## src/rtl/operand_fetch.sv

```systemverilog
// Operand fetch stage: takes decoded register indices, reads the 16x32 register
// file, forwards in-flight writebacks and hands rs1/rs2 values plus rd downstream.
module operand_fetch #(
   parameter int XLEN = 32,
   parameter int AW   = 4
) (
   input  logic            clk,
   input  logic            reset,
   input  logic            in_valid,
   output logic            in_ready,
   input  logic [AW-1:0]   in_rs1,
   input  logic [AW-1:0]   in_rs2,
   input  logic [AW-1:0]   in_rd,
   input  logic            wb_valid,
   input  logic [AW-1:0]   wb_addr,
   input  logic [XLEN-1:0] wb_data,
   output logic            rf_enable_n,
   output logic            rf_write_en,
   output logic [AW-1:0]   rf_write_addr,
   output logic [XLEN-1:0] rf_write_data,
   output logic [AW-1:0]   rf_read_addr_a,
   output logic [AW-1:0]   rf_read_addr_b,
   input  logic [XLEN-1:0] rf_read_data_a,
   input  logic [XLEN-1:0] rf_read_data_b,
   output logic            out_valid,
   input  logic            out_ready,
   output logic [XLEN-1:0] out_rs1_data,
   output logic [XLEN-1:0] out_rs2_data,
   output logic [AW-1:0]   out_rd
);

   typedef enum logic [1:0] {IDLE, READ, HOLD} state_t;

   state_t          state_q, state_d;
   logic [AW-1:0]   rs1_q, rs1_d, rs2_q, rs2_d, rd_q, rd_d;
   logic            byp1_q, byp1_d, byp2_q, byp2_d;
   logic [XLEN-1:0] bypData1_q, bypData1_d, bypData2_q, bypData2_d;
   logic            outValid_q, outValid_d;
   logic [XLEN-1:0] outRs1_q, outRs1_d, outRs2_q, outRs2_d;
   logic [AW-1:0]   outRd_q, outRd_d;

   logic            accept;
   logic            match1In, match2In, match1Q, match2Q;
   logic [XLEN-1:0] rs1Val, rs2Val;

   // A writeback hits index x only when it targets a real (non-r0) register.
   function automatic logic wbMatch(input logic v, input logic [AW-1:0] wa,
                                    input logic [AW-1:0] x);
      return v & (wa == x) & (x != '0);
   endfunction

   assign rf_enable_n   = reset;
   assign rf_write_en   = wb_valid & ~reset & (wb_addr != '0);
   assign rf_write_addr = wb_addr;
   assign rf_write_data = wb_data;

   assign out_valid    = outValid_q;
   assign out_rs1_data = outRs1_q;
   assign out_rs2_data = outRs2_q;
   assign out_rd       = outRd_q;

   // State register
   always_ff @(posedge clk or posedge reset) begin
      if (reset) state_q <= IDLE;
      else       state_q <= state_d;
   end

   // Next-state logic
   always_comb begin
      state_d = state_q;
      case (state_q)
         IDLE:    if (accept) state_d = READ;
         READ:    state_d = HOLD;
         HOLD:    if (out_ready) state_d = in_valid ? READ : IDLE;
         default: state_d = IDLE;
      endcase
   end

   // Handshake, read addressing and operand selection; the RF returns the
   // pre-write value on a same-cycle collision, hence the bypass latch.
   always_comb begin
      in_ready = (state_q == IDLE) | ((state_q == HOLD) & out_ready);
      accept   = in_valid & in_ready;
      match1In = wbMatch(wb_valid, wb_addr, in_rs1);
      match2In = wbMatch(wb_valid, wb_addr, in_rs2);
      match1Q  = wbMatch(wb_valid, wb_addr, rs1_q);
      match2Q  = wbMatch(wb_valid, wb_addr, rs2_q);
      rf_read_addr_a = accept ? in_rs1 : rs1_q;
      rf_read_addr_b = accept ? in_rs2 : rs2_q;
      if (match1Q)            rs1Val = wb_data;
      else if (byp1_q)        rs1Val = bypData1_q;
      else if (rs1_q == '0)   rs1Val = '0;
      else                    rs1Val = rf_read_data_a;
      if (match2Q)            rs2Val = wb_data;
      else if (byp2_q)        rs2Val = bypData2_q;
      else if (rs2_q == '0)   rs2Val = '0;
      else                    rs2Val = rf_read_data_b;
   end

   // Datapath next-state: capture in READ, forward while stalled in HOLD
   always_comb begin
      rs1_d      = rs1_q;
      rs2_d      = rs2_q;
      rd_d       = rd_q;
      byp1_d     = byp1_q;
      byp2_d     = byp2_q;
      bypData1_d = bypData1_q;
      bypData2_d = bypData2_q;
      outValid_d = outValid_q;
      outRs1_d   = outRs1_q;
      outRs2_d   = outRs2_q;
      outRd_d    = outRd_q;
      case (state_q)
         READ: begin
            outRs1_d   = rs1Val;
            outRs2_d   = rs2Val;
            outRd_d    = rd_q;
            outValid_d = 1'b1;
            byp1_d     = 1'b0;
            byp2_d     = 1'b0;
         end
         HOLD: begin
            if (out_ready) begin
               outValid_d = 1'b0;
            end else begin
               if (match1Q) outRs1_d = wb_data;
               if (match2Q) outRs2_d = wb_data;
            end
         end
         default: ;
      endcase
      if (accept) begin
         rs1_d  = in_rs1;
         rs2_d  = in_rs2;
         rd_d   = in_rd;
         byp1_d = match1In;
         byp2_d = match2In;
         if (match1In) bypData1_d = wb_data;
         if (match2In) bypData2_d = wb_data;
      end
   end

   // Datapath registers
   always_ff @(posedge clk or posedge reset) begin
      if (reset) begin
         rs1_q      <= '0;
         rs2_q      <= '0;
         rd_q       <= '0;
         byp1_q     <= 1'b0;
         byp2_q     <= 1'b0;
         bypData1_q <= '0;
         bypData2_q <= '0;
         outValid_q <= 1'b0;
         outRs1_q   <= '0;
         outRs2_q   <= '0;
         outRd_q    <= '0;
      end else begin
         rs1_q      <= rs1_d;
         rs2_q      <= rs2_d;
         rd_q       <= rd_d;
         byp1_q     <= byp1_d;
         byp2_q     <= byp2_d;
         bypData1_q <= bypData1_d;
         bypData2_q <= bypData2_d;
         outValid_q <= outValid_d;
         outRs1_q   <= outRs1_d;
         outRs2_q   <= outRs2_d;
         outRd_q    <= outRd_d;
      end
   end

endmodule

```

## config.mk

```make
export PLATFORM = sky130hd
export DESIGN_NAME = operand_fetch
export DESIGN_NICKNAME = d
export VERILOG_FILES = /design/src/rtl/operand_fetch.sv
export SDC_FILE = /design/constraint.sdc
export NUM_CORES = 1
export LEC_CHECK = 0
export ABC_CLOCK_PERIOD_IN_PS = 14200
export CORE_UTILIZATION = 50
export CTS_CLUSTER_SIZE = 30
export DETAILED_ROUTE_END_ITERATION = 6
export PLACE_DENSITY_LB_ADDON = 0.2
export REMOVE_ABC_BUFFERS = 1
export SYNTH_ARGS = -nofsm -noshare
export SYNTH_HDL_FRONTEND = slang
export SYNTH_SLANG_ARGS = --single-unit
```

## constraint.sdc

```tcl
create_clock -name clk -period 14.2 [get_ports clk]
set_clock_uncertainty 0.15 [all_clocks]
set_input_delay 1.42 -clock clk [delete_from_list [all_inputs] [get_ports clk]]
set_output_delay 1.42 -clock clk [all_outputs]
set_load 0.02 [all_outputs]
```

==> metrics.txt, run 1 <==
Synth Area in Simple Gates=between 10% and 20%; setup_tns=0 ns; Layout Utilization=between 70% and 80%; cells along the critical path=clkdlybuf4s50_1 > nand2_1 > nand2_1 > nand2_1 > mux2_2 > clkdlybuf4s50_1; Clock Pin Slew Worst Setup and Hold Paths=roughly 0.050 ns; grt met3 use=roughly 6.6%; final std cells w/o fill=1099; First-pass DRT Iterations=7; number of fillers in the final layout=1077; Final Critical Period=slightly above 5 ns; Yosys top cell area share=about half; worst hold path startpoint=out_rs2_data[14]$_DFFE_PP0P_; largest family of logic cells by synthesized area=multiplexers; multiplexer area fraction after synthesis=about a fifth; worst slew pin tran=1.21 ns; port bufs=roughly 230; xor-xnor portion of the synthesized cell area=1.60%; area grow syn2layout=36.1%; clk sinks=roughly 150; CP Data Arrival Time=approximately 3.5 ns; worst relative slew slack=between 15 and 20%; crit path launch type=input pin; Die ar.=about 16000 um^2; placed insts=~1100; Starting Density=between 50 and 60%; Crit path top cell by count=nand2_1; final worst-path cycle share=a little over a third; RSZ-0062 raised after global routing=no; Layout Nets=around 1000; Die Y=~130 um; Worst R2R Setup Slack=around 11 ns; Fmax achieved=approximately 200 MHz; commonest non-fill, non-tap cell in the layout=clkdlybuf4s50_1; DP HPWL=13100 um; max-slew violations=0; first-pass GRT wire length=about 33000 um; Hold Path Depth=2; Reg2Reg Depth=4; synthesized flop and latch total=between 100 and 150; area fraction in compound gates after synthesis=10.3%; largest net degree at the start of global routing=86; failing checks=DRC; Seq/Total Area, Yosys=approximately half; Vias/cell=~5.6; Synth area leader=dfrtp_1; Syn Inst Count=734; # rows=44; yosys warns=0; post-route ant nets=0; GRT overflow=0; clock latency on the worst-skew pair=0.42 ns; starting DRC count in detailed routing=312; synth unique cells=35; vias=6138; Die Wd=between 100 and 150 um; Critical-path top delay cell=clkdlybuf4s50_1; net switching power figure=about 0.87 mW; combinational group share of total power=47.3%; Core Region=between 10000 and 15000 um^2; Adder-Cell Fraction of Synth Area=0.655%; ANT cells=0; CTS H-tree lvls=4; CP Capture Type=primary output; Worst path max stage delay=0.61 ns; synth top area cells=dfrtp_1, mux2_2, mux2i_1; reg-to-reg critical path endpoint=out_rs1_data[8]$_DFFE_PP0P_; post-CTS setup buffers=0; Hold Vio Cnt, Final=0; syn avg cell area=between 10 and 15 um^2; Reg area=approximately 3700 um^2; vias in the first global route=between 6000 and 7000; Required @ worst endpoint=between 10 and 15 ns; cts bufs inserted=17; Crit Path Max Fanout=12; PostCTS Resize Cnt=0; # Max-Cap Violations=0; synthesized area=7640 um^2; DRC violations left=13; Crit Path Category=in -> out; root buf cell=clkbuf_16; power share of the clock group=~21%; Setup Viol. Count Final=0; antenna violations before repair=0; GR Layer Usage met2=46.5%; busiest grt layer=met2; share of post-route cells with drive strength above 1=~15%; GRT Total Usage=between 20% and 30%; met1 usage=a little under a third; Pwr Density=218 nW/um^2; Worst Hold End=out_rs2_data[14]$_DFFE_PP0P_; Crit. Startpoint=out_ready; VDD IR max=165 uV; I/O pin count=approximately 230; Reg power frac=between 30% and 40%; final WL=between 20000 and 25000 um; clock buffer depth=2; Leakage=4.64 nW; gpl congestion=between 0.8 and 0.9; CTS hold repair buffers=0; Hold WC Path Type=reg -> reg; multi-input logic area=around 3400 um^2; Critical R2R Launch=rs1_q[0]$_DFF_PP0_; commonest non-fill, non-tap cells in the layout=clkdlybuf4s50_1, dfrtp_1, nor2_1; sw frac=38.2%; cell-internal power=1.40 mW; WL per Instance=roughly 18 um; outcome=finished, violations left; CTS tree=built
## kinds of logic after synthesis
logic type,Yosys count
fa+ha+maj,4
buf+inv,99
xor+xnor,14
flops,149
simple gates,211
compound gates,112
mux,145
## power groups by stage
stage	sequential, mW	clock, mW	combinational (mW)
global placement	0.718	0	1.04
floorplan	0.828	0	0.514
detailed placement	0.730	0	1.08
global route	0.747	0.492	1.16
CTS	0.726	0.472	1.08
finish	0.725	0.466	1.07
## layer usage
metal	part of all wire [%]	routed length, um	vias up
li1	-	-	2843
met5	0	0	-
met3	5.4	1100	38
met2	51	10300	212
met4	2.5	512	0
met1	41	8340	3045
## cell type report
cell class | count | share of cell area (%)
well taps | 184 | 2.21
multi-input cells | 486 | 32.9
flip-flops and latches | 149 | 35.9
clock inverters | 10 | 1.48
clock buffers | 22 | 4.36
inverters | 8 | 0.337
repair buffers | 240 | 22.9
## sequential cells by signal (all words and copies together), names as in the netlist, 2 cells and up
| name | cells |
|---|---|
| out_rs1_data | 32 |
| out_rd | 4 |
| bypData2_q | 32 |
| rs1_q | 4 |
| state_q | 2 |
| out_rs2_data | 32 |
| bypData1_q | 32 |
| rd_q | 4 |
| rs2_q | 4 |
## synthesized netlist by cell type (all sizes together)
master,n
nand3,3
clkbuf,29
nor2,126
o21ai,2
a32o,1
o31ai,32
a211oi,32
mux2i,60
dfrtp,149
inv,8
nor2b,1
ha,4
o21a,2
o41ai,2
a221o,2
xnor2,14
a21oi,33
nand4,2
o32a,1
nand2,67
or4,3
buf,62
nand2b,1
mux2,85
a21o,2
and3,1
o22ai,2
nor3,7
o32ai,1
## through the flow
stage                     total power [mW]  setup WS [ns]  hold slack, ns  instance area (um^2)
after floorplan                       1.34           7.50           0.324                  7130
after global placement                1.76           9.24           0.311                  9800
after detailed placement              1.81           9.16           0.315                  9800
after CTS                             2.28           9.15           0.327                 10400
after global routing                  2.40           9.01           0.357                 10400
final                                 2.26           9.13           0.323                 10400
## worst max-delay path by stage
stage	to	depth (start not counted)
final	rf_read_addr_a[3]	6
after global routing	rf_read_addr_a[3]	6
after CTS	rf_read_addr_a[3]	6
after detailed placement	rf_read_addr_a[3]	6
after global placement	rf_read_addr_a[3]	6
after floorplan	rf_write_en	2
## critical path: cells and delay by family
kind          cells  cell delay (ns)
mux               1             0.37
buf+inv           2             1.13
simple gates      3             0.58
Note: power is estimated with default switching activity, not from simulation.
==> inputs of run 2 (changes only) <==
- ABC_CLOCK_PERIOD_IN_PS: 14200 -> 4100
- CORE_UTILIZATION: 50 -> 43
- clock period: 14.2 -> 4.1 ns (I/O delays scaled with it)
==> run 2 against run 1 <==
Effect of this change: the flow now finishes without violations; critical path depth up 1; worst hold slack worse by 0.099 ns; core utilization down 10 points; final cell count up 4.2%; register-to-register slack worse by 10 ns; via count down 3.4%; highest routed layer unchanged.
==> metrics.txt, run 2 (synthesis gave the netlist of run 1 again) <==
max-slew violations=0; Hold Vio Cnt, Final=0; root buf cell=clkbuf_16; worst slew pin tran=1.18 ns; Clock Pin Slew Worst Setup and Hold Paths=roughly 0.060 ns; setup_tns=0 ns; largest net degree at the start of global routing=66; # rows=48; # Max-Cap Violations=0; area grow syn2layout=37.6%; number of fillers in the final layout=between 1000 and 1500; post-CTS setup buffers=0; worst relative slew slack=between 20% and 30%; Tot Pwr=7.84 mW; vias=about 5900; outcome=finished clean; commonest non-fill, non-tap cell in the layout=clkdlybuf4s50_1; clock latency on the worst-skew pair=0.42 ns; CTS hold repair buffers=0; Vias/cell=around 5.2; GRT Total Usage=between 20 and 25%; port bufs=232; vias in the first global route=about 5700; placed cell areas=a little under 10000 um^2; CTS tree=built; gpl congestion=0.802; Fmax achieved=between 200 and 300 MHz; Setup Viol. Count Final=0; share of post-route cells with drive strength above 1=between 10% and 20%; Layout Nets=about 1000; CTS H-tree lvls=4; GRT overflow=0; Pwr Density=~750 nW/um^2; Reg area=3730 um^2; CP Capture Type=primary output; Hold WC Path Type=in -> async; RSZ-0062 raised after global routing=no; DP HPWL=about 13000 um; Die Wd=135 um; multi-input logic area=roughly 3400 um^2; I/O pin count=around 230; First-pass DRT Iterations=4; DRC violations left=0; Starting Density=roughly 44%; CP Data Arrival Time=roughly 2.9 ns; starting DRC count in detailed routing=between 300 and 400; Die Y=between 100 and 150 um; PostCTS Resize Cnt=0; Required @ worst endpoint=about 3.5 ns; cts bufs inserted=17; Crit Path Max Fanout=12; final worst slack=between 0.6 and 0.7 ns; pre-CTS WS=between 0.9 and 1 ns; first-pass GRT wire length=approximately 31000 um; clk sinks=approximately 150; Leakage=between 4 and 5 nW; VDD IR max=about 520 uV; Final Instance Area=between 10000 and 15000 um^2; Critical R2R Launch=state_q[0]$_DFFE_PP0P_; ANT cells=0; antenna violations before repair=0; Worst R2R Setup Slack=roughly 1.4 ns; Die ar.=about 18000 um^2; commonest non-fill, non-tap cells in the layout=clkdlybuf4s50_1, dfrtp_1, nor2_1; final worst-path cycle share=between 80% and 90%; Core Region=about 17000 um^2; Crit Path Category=reg -> out; clock buffer depth=2; WL per Instance=approximately 17 um; post-route ant nets=0; final WL=19900 um; Crit. Startpoint=state_q[0]$_DFFE_PP0P_; crit path launch type=register; Final Critical Period=between 3 and 4 ns
==> run 2: changes by cell type in the layout (fill, tap and decap cells not counted), sizes merged <==
cell,delta
clkbuf,+1
inv,+1
buf,+5
clkinv,-2
==> run 2: worst paths after layout <==
check                                                    end  cells after the start
worst max register to register    bypData1_q[21]$_DFFE_PP0P_                      8
worst min-delay path            out_rs1_data[30]$_DFFE_PP0P_                      2
max in group asynchronous                 byp1_q$_DFFE_PP0P_                      3
worst max-delay path                       rf_read_addr_b[0]                      7
min in group clk                out_rs2_data[28]$_DFFE_PP0P_                      2
worst min register to register  out_rs2_data[28]$_DFFE_PP0P_                      2
==> run 2: critical path, cell delays in order, from the launching register on <==
cell,delay [ns]
dfrtp_1,0.42
inv_1,0.10
ha_1,0.37
nand2_1,0.12
nand2_1,0.16
nand2_1,0.32
mux2_2,0.35
clkdlybuf4s50_1,0.60
==> run 2: where the power goes <==
part	switching [mW]	leakage [nW]	total, mW	internal (mW)
Clock	0.603	0.305	1.65	1.05
Combinational	1.97	2.52	3.70	1.73
Sequential	0.370	1.85	2.49	2.12
Total	2.95	4.68	7.84	4.89
==> run 2: stage by stage <==
| step | hold WS [ns] | std cells | util (%) |
|---|---|---|---|
| global route | 0.253 | 1145 | 60.6 |
| floorplan | 0.324 | 643 | - |
| finish | 0.223 | 1145 | 60.6 |
| CTS | 0.227 | 1145 | 60.6 |
| detailed placement | 0.315 | 1113 | 57.0 |
| global placement | 0.310 | 1113 | 57.0 |
==> run 2: per-layer routing <==
layer,vias to the layer above,global-route usage [%],wire length (um),share of wire (%)
met4,0,7.05,291,1.5
met1,2868,30.7,9320,47
li1,2860,-,-,-
met5,-,0,0,0
met3,22,5.24,1280,6.4
met2,180,34.5,9010,45
==> run 2: area by class of cell <==
type | instances | area share, %
clock buffers | 23 | 4.45
flip-flops and latches | 149 | 35.5
multi-input cells | 486 | 32.5
inverters | 8 | 0.333
repair buffers | 245 | 23.1
well taps | 225 | 2.68
clock inverters | 9 | 1.42
==> inputs of run 3 (changes only) <==
- ABC_CLOCK_PERIOD_IN_PS: 4100 -> 3080
- clock period: 4.1 -> 3.08 ns (I/O delays scaled with it)
==> run 3 against run 2 <==
Effect of this change: first-iteration DRC count up 2.3%; global-route usage is 0.92 points higher; clock power rose by 24%; final area rose by 0.92%; largest cell class unchanged; largest power group unchanged; critical path type unchanged; register-to-register slack got worse by 0.59 ns; sequential power increased by 33%; final cell count rose by 0.44%; sequential share of layout area decreased by 0.32 points; critical endpoint is now rf_read_addr_a[0].
==> metrics.txt, run 3 (synthesis gave the netlist of run 1 again) <==
post-CTS setup buffers=0; placed cell areas=between 10000 and 15000 um^2; net switching power figure=between 4 and 5 mW; Pwr Density=~990 nW/um^2; Final Critical Period=slightly below 3 ns; worst slew pin tran=roughly 0.85 ns; outcome=finished clean; cell-internal power=between 6 and 7 mW; commonest non-fill, non-tap cells in the layout=clkdlybuf4s50_1, dfrtp_1, nor2_1; Vias/cell=5.31; Leakage=about 4.7 nW; largest net degree at the start of global routing=150; Fmax achieved=347 MHz; Crit Path Category=reg -> out; max-slew violations=0; RSZ-0062 raised after global routing=no; root buf cell=clkbuf_16; WL per Instance=about 18 um; multi-input logic area=3420 um^2; Hold WC Path Type=reg -> reg; Layout Nets=between 1000 and 1500; VDD IR max=between 600 and 700 uV; ANT cells=0; CTS tree=built; I/O pin count=approximately 230; combinational group share of total power=48.8%; Core Region=17400 um^2; final WL=slightly above 20000 um; area grow syn2layout=38.8%; power share of the clock group=approximately a fifth; DRC violations left=0; Clock Pin Slew Worst Setup and Hold Paths=0.06 ns; Crit Path Max Fanout=9; # Max-Cap Violations=0; pre-CTS WS=0.308 ns; share of post-route cells with drive strength above 1=~16%; starting DRC count in detailed routing=312; Hold Vio Cnt, Final=0; first-pass GRT wire length=32400 um; CP Data Arrival Time=approximately 2.4 ns; cts bufs inserted=17; DP HPWL=13400 um; Die Wd=between 100 and 150 um; Final Instance Area=10600 um^2; post-route ant nets=0; Reg area=roughly 3700 um^2; worst relative slew slack=between 40% and 50%; clock latency on the worst-skew pair=around 0.42 ns; Required @ worst endpoint=2.62 ns; clk sinks=between 100 and 150; final worst-path cycle share=roughly 94%; GRT Total Usage=between 20% and 30%; Die ar.=~18000 um^2; commonest non-fill, non-tap cell in the layout=clkdlybuf4s50_1; gpl congestion=0.757; CTS H-tree lvls=4; Die Y=135 um; Reg power frac=between 30% and 40%; CP Capture Type=primary output; number of fillers in the final layout=between 1000 and 1500; crit path launch type=register; final worst slack=0.195 ns; port bufs=about 230; sw frac=about two fifths; vias in the first global route=6145; Layout Utilization=61.1%; # rows=48; Setup Viol. Count Final=0; GRT overflow=0; clock buffer depth=2; antenna violations before repair=0; vias=about 6000; Starting Density=approximately 44%; First-pass DRT Iterations=4
## run 3: path summary, 6_finish.rpt
path / from / to / slack (ns) / cells after the start
max: state_q[0]$_DFFE_PP0P_ / rf_read_addr_a[0] / 0.19 / 7
max in group asynchronous: reset / bypData2_q[6]$_DFFE_PP0P_ / 1.72 / 3
min reg2reg: out_rs2_data[24]$_DFFE_PP0P_ / out_rs2_data[24]$_DFFE_PP0P_ / 0.33 / 2
max reg2reg: rs1_q[0]$_DFF_PP0_ / out_rs1_data[21]$_DFFE_PP0P_ / 0.77 / 6
min: out_rs2_data[24]$_DFFE_PP0P_ / out_rs2_data[24]$_DFFE_PP0P_ / 0.33 / 2
min in group asynchronous: reset / bypData1_q[2]$_DFFE_PP0P_ / 0.39 / 3
## run 3: power by group through the flow
stage	sequential, mW	clock (mW)	combinational (mW)
4_1_cts	3.30	2.11	5.16
3_3_place_gp	3.30	0	5.06
2_1_floorplan	3.82	0	2.37
6_report	3.30	2.05	5.11
5_1_grt	3.42	2.19	5.53
3_5_place_dp	3.33	0	5.14
## run 3: critical path, stage by stage, from the launching register on
cell and delay (ns):
dfrtp_1 0.39, inv_1 0.08, ha_1 0.21, nand2_1 0.07
nand2_1 0.12, nand2_2 0.21, mux2_2 0.38, clkdlybuf4s50_1 0.55
## run 3: repair_timing
item	4_1_cts	5_1_grt
setup endpoints to repair	0	8
hold buffers	0	0
resized for setup	0	1
## run 3: routing by layer
metal  track usage [%]  wire length, um  up-vias
met5                 0                0        -
met4              7.93              337        0
met3              5.84             1350       27
met2              37.4             9500      211
met1              30.2             9300     2994
li1                  -                -     2874
## run 3: per-stage QoR
step	cells	power (mW)	hold slack (ns)	TNS (ns)
5_1_grt	1150	11.1	0.345	0
2_1_floorplan	643	6.19	0.267	-225.96
4_1_cts	1150	10.6	0.330	0
3_3_place_gp	1118	8.36	0.311	0
6_report	1150	10.5	0.327	0
3_5_place_dp	1118	8.47	0.317	0
## run 3: final cells by class
cell class | count | share of cell area, %
flip-flops and latches | 149 | 35.2
repair buffers | 250 | 24.1
multi-input cells | 486 | 32.2
clock inverters | 13 | 1.25
well taps | 225 | 2.65
inverters | 8 | 0.330
clock buffers | 19 | 4.27
